`config.mk`:
```
export PLATFORM = sky130hd
export DESIGN_NAME = instr_issue_ctrl
export DESIGN_NICKNAME = d
export VERILOG_FILES = /design/src/rtl/instr_issue_ctrl_pkg.sv /design/src/rtl/instr_issue_ctrl_decoder.sv /design/src/rtl/instr_issue_ctrl.sv
export SDC_FILE = /design/constraint.sdc
export NUM_CORES = 1
export LEC_CHECK = 0
export ABC_CLOCK_PERIOD_IN_PS = 2100
export BUFFER_PORTS_ARGS = -buffer_cell sky130_fd_sc_hd__buf_4
export CORE_MARGIN = 2
export CORE_UTILIZATION = 50
export CTS_BUF_LIST = sky130_fd_sc_hd__clkbuf_4 sky130_fd_sc_hd__clkbuf_8 sky130_fd_sc_hd__clkbuf_16
export DETAILED_ROUTE_END_ITERATION = 8
export GPL_TIMING_DRIVEN = 0
export PLACE_DENSITY = 0.76
export REMOVE_ABC_BUFFERS = 1
export SYNTH_ARGS = -nofsm -noshare
export SYNTH_HDL_FRONTEND = slang
export SYNTH_HIERARCHICAL = 1
export SYNTH_SLANG_ARGS = --single-unit
```
`constraint.sdc`:
```
create_clock -name clk -period 2.1 [get_ports clk]
set_input_delay 0.315 -clock clk [delete_from_list [all_inputs] [get_ports clk]]
set_output_delay 0.315 -clock clk [all_outputs]
set_load 0.01 [all_outputs]
```
`src/rtl/instr_issue_ctrl_pkg.sv`:
```
// Shared types and encodings for the instruction issue front end.
// Opcode constants, FSM state, writeback selects and the registered control word.
package issue_pkg;

    localparam logic [6:0] OP_R   = 7'b0110011;
    localparam logic [6:0] OP_I   = 7'b0010011;
    localparam logic [6:0] OP_LUI = 7'b0110111;
    localparam logic [6:0] OP_SYS = 7'b1110011;

    localparam logic [2:0] F3_CSRRW = 3'b001;
    localparam logic [2:0] F3_SLLI  = 3'b001;
    localparam logic [2:0] F3_SRXI  = 3'b101;

    typedef enum logic {
        RUN  = 1'b0,
        HALT = 1'b1
    } state_t;

    typedef enum logic [1:0] {
        SEL_ALU = 2'b00,
        SEL_LUI = 2'b01,
        SEL_CSR = 2'b10
    } regsel_t;

    typedef struct packed {
        logic [4:0]  rd;
        logic [4:0]  rs1;
        logic [4:0]  rs2;
        logic [2:0]  funct3;
        logic [6:0]  funct7;
        logic [31:0] imm;
        logic        alu_src;
        regsel_t     regsel;
        logic        we;
        logic        csr_we;
        logic        fwd_a;
        logic        fwd_b;
    } ctrl_word_t;

    // Shift-immediates carry a zero-extended shamt instead of a signed immediate.
    function automatic logic is_shift_imm(input logic [2:0] funct3);
        return (funct3 == F3_SLLI) || (funct3 == F3_SRXI);
    endfunction

endpackage

```
`src/rtl/instr_issue_ctrl_decoder.sv`:
```
// Field and immediate extraction for a raw 32-bit instruction word.
// Purely combinational; legality and control generation live in the issue controller.
module instruction_decoder (
    input  logic [31:0] instr_i,
    output logic [6:0]  opcode_o,
    output logic [4:0]  rd_o,
    output logic [4:0]  rs1_o,
    output logic [4:0]  rs2_o,
    output logic [2:0]  funct3_o,
    output logic [6:0]  funct7_o,
    output logic [31:0] imm_i_o,
    output logic [31:0] imm_u_o,
    output logic [4:0]  shamt_o
);

    always_comb begin
        opcode_o = instr_i[6:0];
        rd_o     = instr_i[11:7];
        funct3_o = instr_i[14:12];
        rs1_o    = instr_i[19:15];
        rs2_o    = instr_i[24:20];
        funct7_o = instr_i[31:25];
        imm_i_o  = {{20{instr_i[31]}}, instr_i[31:20]};
        imm_u_o  = {instr_i[31:12], 12'b0};
        shamt_o  = instr_i[24:20];
    end

endmodule

```
`src/rtl/instr_issue_ctrl.sv`:
```
// Issue controller between fetch and execute: decode, register the control word,
// issue over valid/ready, track the last writer for forwarding, halt on illegal opcodes.
import issue_pkg::*;

module instr_issue_ctrl #(
    parameter int unsigned CNT_W = 32
) (
    input  logic             clk,
    input  logic             rst_n,
    input  logic             flush,
    input  logic             in_valid,
    output logic             in_ready,
    input  logic [31:0]      in_instr,
    output logic             ex_valid,
    input  logic             ex_ready,
    output logic [4:0]       ex_rd,
    output logic [4:0]       ex_rs1,
    output logic [4:0]       ex_rs2,
    output logic [2:0]       ex_funct3,
    output logic [6:0]       ex_funct7,
    output logic [31:0]      ex_imm,
    output logic             ex_alu_src,
    output logic [1:0]       ex_regsel,
    output logic             ex_we,
    output logic             ex_csr_we,
    output logic             ex_fwd_a,
    output logic             ex_fwd_b,
    output logic             halted,
    output logic [CNT_W-1:0] issue_cnt
);

    state_t           state_q;
    logic             ex_valid_q;
    ctrl_word_t       ex_q;
    ctrl_word_t       word_d;
    logic [4:0]       last_rd_q;
    logic             last_we_q;
    logic [CNT_W-1:0] cnt_q;

    logic [6:0]  dec_opcode;
    logic [4:0]  dec_rd;
    logic [4:0]  dec_rs1;
    logic [4:0]  dec_rs2;
    logic [2:0]  dec_funct3;
    logic [6:0]  dec_funct7;
    logic [31:0] dec_imm_i;
    logic [31:0] dec_imm_u;
    logic [4:0]  dec_shamt;

    logic       legal;
    logic       in_hs;
    logic       out_hs;
    logic [4:0] fwd_rd;
    logic       fwd_we;

    instruction_decoder u_dec (
        .instr_i  (in_instr),
        .opcode_o (dec_opcode),
        .rd_o     (dec_rd),
        .rs1_o    (dec_rs1),
        .rs2_o    (dec_rs2),
        .funct3_o (dec_funct3),
        .funct7_o (dec_funct7),
        .imm_i_o  (dec_imm_i),
        .imm_u_o  (dec_imm_u),
        .shamt_o  (dec_shamt)
    );

    assign in_ready = (state_q == RUN) && (!ex_valid_q || ex_ready) && !flush;
    assign in_hs    = in_valid && in_ready;
    assign out_hs   = ex_valid_q && ex_ready;

    always_comb begin
        word_d        = '0;
        legal         = 1'b0;
        word_d.rd     = dec_rd;
        word_d.rs1    = dec_rs1;
        word_d.rs2    = dec_rs2;
        word_d.funct3 = dec_funct3;
        word_d.funct7 = dec_funct7;
        word_d.regsel = SEL_ALU;
        case (dec_opcode)
            OP_R: begin
                legal     = 1'b1;
                word_d.we = (dec_rd != 5'd0);
            end
            OP_I: begin
                legal          = 1'b1;
                word_d.alu_src = 1'b1;
                word_d.we      = (dec_rd != 5'd0);
                word_d.imm     = is_shift_imm(dec_funct3) ? {27'b0, dec_shamt} : dec_imm_i;
            end
            OP_LUI: begin
                legal          = 1'b1;
                word_d.alu_src = 1'b1;
                word_d.regsel  = SEL_LUI;
                word_d.we      = (dec_rd != 5'd0);
                word_d.imm     = dec_imm_u;
            end
            OP_SYS: begin
                if (dec_funct3 == F3_CSRRW) begin
                    legal         = 1'b1;
                    word_d.regsel = SEL_CSR;
                    word_d.we     = (dec_rd != 5'd0);
                    word_d.csr_we = 1'b1;
                    word_d.imm    = dec_imm_i;
                end
            end
            default: ;
        endcase

        // When the held word leaves in this same cycle it is the most recent writer,
        // so compare against it rather than the not-yet-updated last_rd_q.
        fwd_rd       = out_hs ? ex_q.rd : last_rd_q;
        fwd_we       = out_hs ? ex_q.we : last_we_q;
        word_d.fwd_a = fwd_we && (dec_rs1 != 5'd0) && (dec_rs1 == fwd_rd);
        word_d.fwd_b = fwd_we && (dec_rs2 != 5'd0) && (dec_rs2 == fwd_rd);
    end

    always_ff @(posedge clk) begin
        if (!rst_n) begin
            state_q    <= RUN;
            ex_valid_q <= 1'b0;
            ex_q       <= '0;
            last_rd_q  <= '0;
            last_we_q  <= 1'b0;
            cnt_q      <= '0;
        end else if (flush) begin
            state_q    <= RUN;
            ex_valid_q <= 1'b0;
            last_we_q  <= 1'b0;
        end else begin
            if (out_hs) begin
                last_rd_q <= ex_q.rd;
                last_we_q <= ex_q.we;
                cnt_q     <= cnt_q + CNT_W'(1);
            end
            if (in_hs && legal) begin
                ex_q       <= word_d;
                ex_valid_q <= 1'b1;
            end else if (out_hs) begin
                ex_valid_q <= 1'b0;
            end
            if (in_hs && !legal) begin
                state_q <= HALT;
            end
        end
    end

    always_comb begin
        ex_valid   = ex_valid_q;
        ex_rd      = ex_q.rd;
        ex_rs1     = ex_q.rs1;
        ex_rs2     = ex_q.rs2;
        ex_funct3  = ex_q.funct3;
        ex_funct7  = ex_q.funct7;
        ex_imm     = ex_q.imm;
        ex_alu_src = ex_q.alu_src;
        ex_regsel  = ex_q.regsel;
        ex_we      = ex_q.we;
        ex_csr_we  = ex_q.csr_we;
        ex_fwd_a   = ex_q.fwd_a;
        ex_fwd_b   = ex_q.fwd_b;
        halted     = (state_q == HALT);
        issue_cnt  = cnt_q;
    end

endmodule

```
* Word level (Yosys, flattened, before mapping)
Index checks and enable logic that the tools add are counted.
** Storage, ports and cells
- Output and inout port bits :: 99
- Register bits :: 104
- Bits of input ports :: 37
** Cells by class
- Reduce and logical (&&, ||, !) cells :: 24
- Multiplexer cells :: 14
- Equality and inequality tests :: 8
- Bitwise logic cells :: 3
- $add $sub $neg :: 1
** Operators by type and width (number)
- 32-bit case mux with 3 select lines :: 1
- 32-bit two-way mux :: 2
- 32-bit by 1-bit adder with 32-bit output (second input constant) :: 1
- 5-bit nonzero test :: 3
- 7-bit by 6-bit equality test with 1-bit output (second input constant) :: 2
- 5-bit equality test :: 2
- 1-bit logical AND :: 10
- 7-bit by 5-bit equality test with 1-bit output (second input constant) :: 1
- 7-bit equality test (second input constant) :: 1
- 1-bit two-way mux :: 6
- 5-bit two-way mux :: 1
- 4-bit two-way mux :: 1
- 1-bit case mux with 2 select lines :: 2
- 2-bit case mux with 2 select lines :: 1
- 2-bit AND reduction :: 2
- 2-bit OR reduction :: 2
- 3-bit by 1-bit equality test with 1-bit output (second input constant) :: 1
- 3-bit equality test (second input constant) :: 1
- 1-bit zero test :: 3
- 1-bit NOT :: 3
- 3-bit OR reduction :: 1
- 1-bit logical OR :: 2
- 2-bit nonzero test :: 1

* Longest topological paths before layout
- Word-level depth :: 7
- Gate-level depth with buffers :: 8
- Depth with buffers taken out :: 6

* Hierarchy
The synthesis kept the hierarchy.
** By module, submodules not included
- instr_issue_ctrl :: instances 1, cells each 567, sequential area each 2082.0 µm², area each 4674.5 µm²
- instruction_decoder :: instances 1, cells each 102, sequential area each 0.0 µm², area each 762.0 µm²

* Least setup slack after synthesis
Ideal clock, no wire load.
- Kind :: reg2reg
- Start :: register cnt_q[17], in the netlist issue_cnt[17]
- End :: register cnt_q[25], in the netlist issue_cnt[25]
- Clock period less this slack :: 1954 ps
- Data required time :: 2030 ps
- Setup slack :: 146 ps
- Library setup time :: 70 ps
- Cell stages (with the launch flop) :: 7
- Buffers on the path :: 1
- Arrival :: 1883 ps
- Cell sequence :: dfxtp_1 -> and4_1 -> nand3_2 -> or4_1 -> buf_2 -> or3_1 -> a21oi_1
** On the way
- Cells in the longest elaborated chain, start to end :: 1
** Ends and longest elaborated chain
- from (decl) :: RTL line instr_issue_ctrl.sv:38 : logic [CNT_W-1:0] cnt_q;
- from (signal assigned) :: RTL line instr_issue_ctrl.sv:136 : cnt_q <= cnt_q + CNT_W'(1);
- 32-bit by 1-bit adder with 32-bit output :: RTL line instr_issue_ctrl.sv:136
No other way between the ends.
A chain may end at the register's enable or synchronous reset.

* Final worst setup path
- Start :: register cnt_q[19], in the netlist issue_cnt[19]
- End :: register cnt_q[29], in the netlist issue_cnt[29]
The elaborated chain is that of the path after synthesis.

==> summary.md <==
| Metric | Value |
|---|---|
| Status | `completed` |
| Sequential power share | `0.560` |
| R2R cell count | `5` |
| Worst hold path depth | `3` |
| Post-route minimum period | `1996 ps` |
| Setup crit start kind | `register` |
| WHS | `188.4 ps` |
| Cell Rows | `38` |
| Cells after Synth | `669` |
| Switching Share | `0.2270` |
| Final core utilization | `0.5721` |
| Area Growth Syn to Fin | `13.07%` |
| DIE WIDTH | `108.3 um` |
| Pwr dens | `573.9 nW/um^2` |
| CTS tree | `built` |
| Clk_lat worst skew | `380 ps` |
| CP max stage cell | `or4_4` |
| Vias in the first global route | `4249` |
| Fin. Hold Viols | `0` |
| Internal Power | `2.727 mW` |
| Die Ht | `108.3 um` |
| CTS Hold Bufs | `0` |
| Slowest stage delay, CP | `620 ps` |
| Buffers on Ports | `135` |
| Initial antenna violation count | `0` |
| R2r endpoint | `issue_cnt[29]` |
| CTS max path bufs | `2` |
| Via count | `4557` |
| Slew Limit Fails | `0` |
| Avg Cell Area, Syn | `8.126 sq um` |
| RSZ-0062 raised after global routing | `no` |
| Synth top area share | `0.3830` |
| Pleak | `2.404 nW` |
| Synth warn | `6` |
| Crit end category | `register` |
| Setup WS pre-CTS | `-674.5 ps` |
| Post-DP HPWL | `8825 um` |
| Sink Count | `104` |
| Slew margin rel. | `0.1005` |
| TritonCTS buffer count | `9` |
| Mapped Area | `5436 sq um` |
| Switching pwr | `0.8006 mW` |
| Grt ovf | `0` |
| Post-synth EDFFs | `0` |
| Worst R2R Setup Slack | `100 ps` |
| Routed length per instance | `15.29 um` |
| Drt pass-1 iters | `4` |
| Total power | `3.528 mW` |
| Critical path's top delay family | `simple AND/OR/NAND/NOR gates` |
| Slew @ Worst Pin | `1349 ps` |
| Post-synth top flop | `dfxtp_1` |
| Most common cell in the netlist | `dfxtp_1` |
| Layout cell share with drive strength beyond 1 | `0.2511` |
| WP buf/inv | `0` |
| Worst VDD drop | `0.4466 mV` |
| Antenna viol nets, final | `0` |
| Final Wtd Congestion | `0.8228` |
| Comb power frac | `0.066` |
| Worst setup margin | `104.1 ps` |
| Leading area contributor after synthesis | `dfxtp_1` |
| CP cell instances | `and4_1 -> nand3_2 -> or4_4 -> or3_1 -> a21oi_1` |
| Clk slew on worst S/H paths | `100 ps` |
| Register area | `2087 sq um` |
| Gr usage total | `0.2230` |
| Synth area leaders | `dfxtp_1 38%, buf_4 14%, nand2_1 6.1%` |
| Fill count | `970` |
| Core Area | `10750 sq um` |
| Clk_skew | `10.66 ps` |
| Crit path kind | `register to register` |
| R2r startpoint | `issue_cnt[19]` |
| Tcrit/Tclk final | `0.9504` |
| Placed Area | `5862 sq um` |
| Hold Startpoint | `in_instr[10]` |
| Fin area | `6147 sq um` |
| CTS root buf | `clkbuf_8` |
| Crit-path max FO | `8` |
| Async SR Flop Fraction | `0` |
| Global-route wire length before repair | `20730 um` |
| Initial core utilization | `0.5059` |
| DR vias/cell | `5.419` |
| Largest net degree at the start of global routing | `73` |
| Top cells by count, synth | `104 x dfxtp_1, 103 x buf_4, 88 x nand2_1` |
| Yosys cell types | `45` |
| WP data required | `2420 ps` |
| Die area | `11720 sq um` |
| Iter 0 DRT Violations | `289` |
| HP Class | `input port to register` |
| Fin nets | `734` |
| DRC | `0` |
| Arrival time worst endpoint | `2310 ps` |
| Worst hold endpoint | `ex_rd[3]` |
| Top-level port count | `136` |
| Final wirelength | `12860 um` |
| Max_cap viols | `0` |
| Clock power share | `0.374` |
| Final Setup Violations | `0` |
| Multi-input logic area | `2496 sq um` |
| Sequential area share after synthesis | `0.3830` |
| H-tree depth | `3` |
| Yosys reg bits | `104` |
| F_max | `501.0 MHz` |
| Diode count | `0` |
[kinds of logic after synthesis]
kind of cell,Yosys count,share of synthesized area
and+or+nand+nor,225,0.1931
buffers and inverters,149,0.1745
AOI/OAI and AO/OA,147,0.1770
DFF,104,0.3830
xor gates and xnor gates,36,0.05800
muxes,6,0.01151
adders and majority gates,1,0.002301
other,1,0.0006898
[registers in the layout, indices dropped and copies added (netlist names)]
signal,flops
ex_regsel,2
ex_fwd_a,1
ex_alu_src,1
last_rd_q,5
ex_fwd_b,1
ex_csr_we,1
ex_imm,32
issue_cnt,32
ex_valid,1
ex_rs2,5
ex_we,1
ex_rs1,5
ex_funct7,7
ex_rd,5
halted,1
last_we_q,1
ex_funct3,3
[power by group through the flow]
| stage | sequential, mW | combinational (mW) | clock, mW |
|---|---|---|---|
| 3_5_place_dp | 2.02 | 0.230 | 0 |
| 3_3_place_gp | 2.02 | 0.213 | 0 |
| 4_1_cts | 1.97 | 0.232 | 1.36 |
| 6_report | 1.97 | 0.233 | 1.32 |
| 2_1_floorplan | 2.02 | 0.0933 | 0 |
| 5_1_grt | 1.98 | 0.256 | 1.44 |
[repair_timing]
| action | CTS | global route |
|---|---|---|
| gates resized for setup | 3 | 6 |
| pin swaps | 4 | 0 |
| buffers inserted | 5 | 0 |
| setup endpoints to repair | 49 | 8 |
[routing by layer]
metal | part of all wire | wire (um) | track usage
met5 | 0 | 0 | 0
met1 | 0.43 | 5474 | 0.2793
met3 | 0.085 | 1092 | 0.07595
met2 | 0.47 | 6106 | 0.3576
met4 | 0.015 | 189 | 0.07967
[how the worst max path moves through the flow]
| stage | slack (ps) | end | depth (start not counted) | startpoint |
|---|---|---|---|---|
| after floorplan | -700 | ex_imm[0] | 5 | in_instr[2] |
| after detailed placement | -670 | issue_cnt[29] | 6 | flush |
| after CTS | 80 | issue_cnt[29] | 5 | issue_cnt[17] |
| after global routing | 6 | issue_cnt[27] | 5 | issue_cnt[10] |
| final | 100 | issue_cnt[29] | 5 | issue_cnt[19] |
| after global placement | -1870 | ex_imm[1] | 6 | in_instr[3] |
[stage by stage]
stage	TNS, ps	std cells
detailed placement	-22960	820
floorplan	-20760	541
finish	0	841
global route	0	841
CTS	0	841
global placement	-93910	816
[worst register-to-register path: cells and delay by family, from the launching register on]
family             cells  cell delay (ps)
DFF                    1              440
AOI/OAI and AO/OA      1              140
and+or+nand+nor        4             1370
[layout by cell type (no fill, tap or decap), types with 4 or more instances in the layout]
cell type and n:
and4_1 4, a22oi_1 27, nand2b_1 7, xor2_1 13, inv_1 9, a21oi_1 56
a22o_1 32, dfxtp_1 100, nor4_1 8, o21ai_0 18, xnor2_1 23, mux2i_1 4
nand4_1 11, and2_1 4, nor3_1 12, or3_1 7, dfxtp_2 4, nand3_1 13
conb_1 12, nand2_1 88, clkbuf_8 11, nor2_1 57, buf_4 140
[layout make-up]
cell class              instances  share of cell area
repair buffers                144              0.1850
clock inverters                 2            0.006106
inverters                      10            0.006513
flip-flops and latches        104              0.3395
well taps                     140             0.02850
clock buffers                  14             0.02829
multi-input cells             427              0.4061
(Power assumes the default switching activity.)
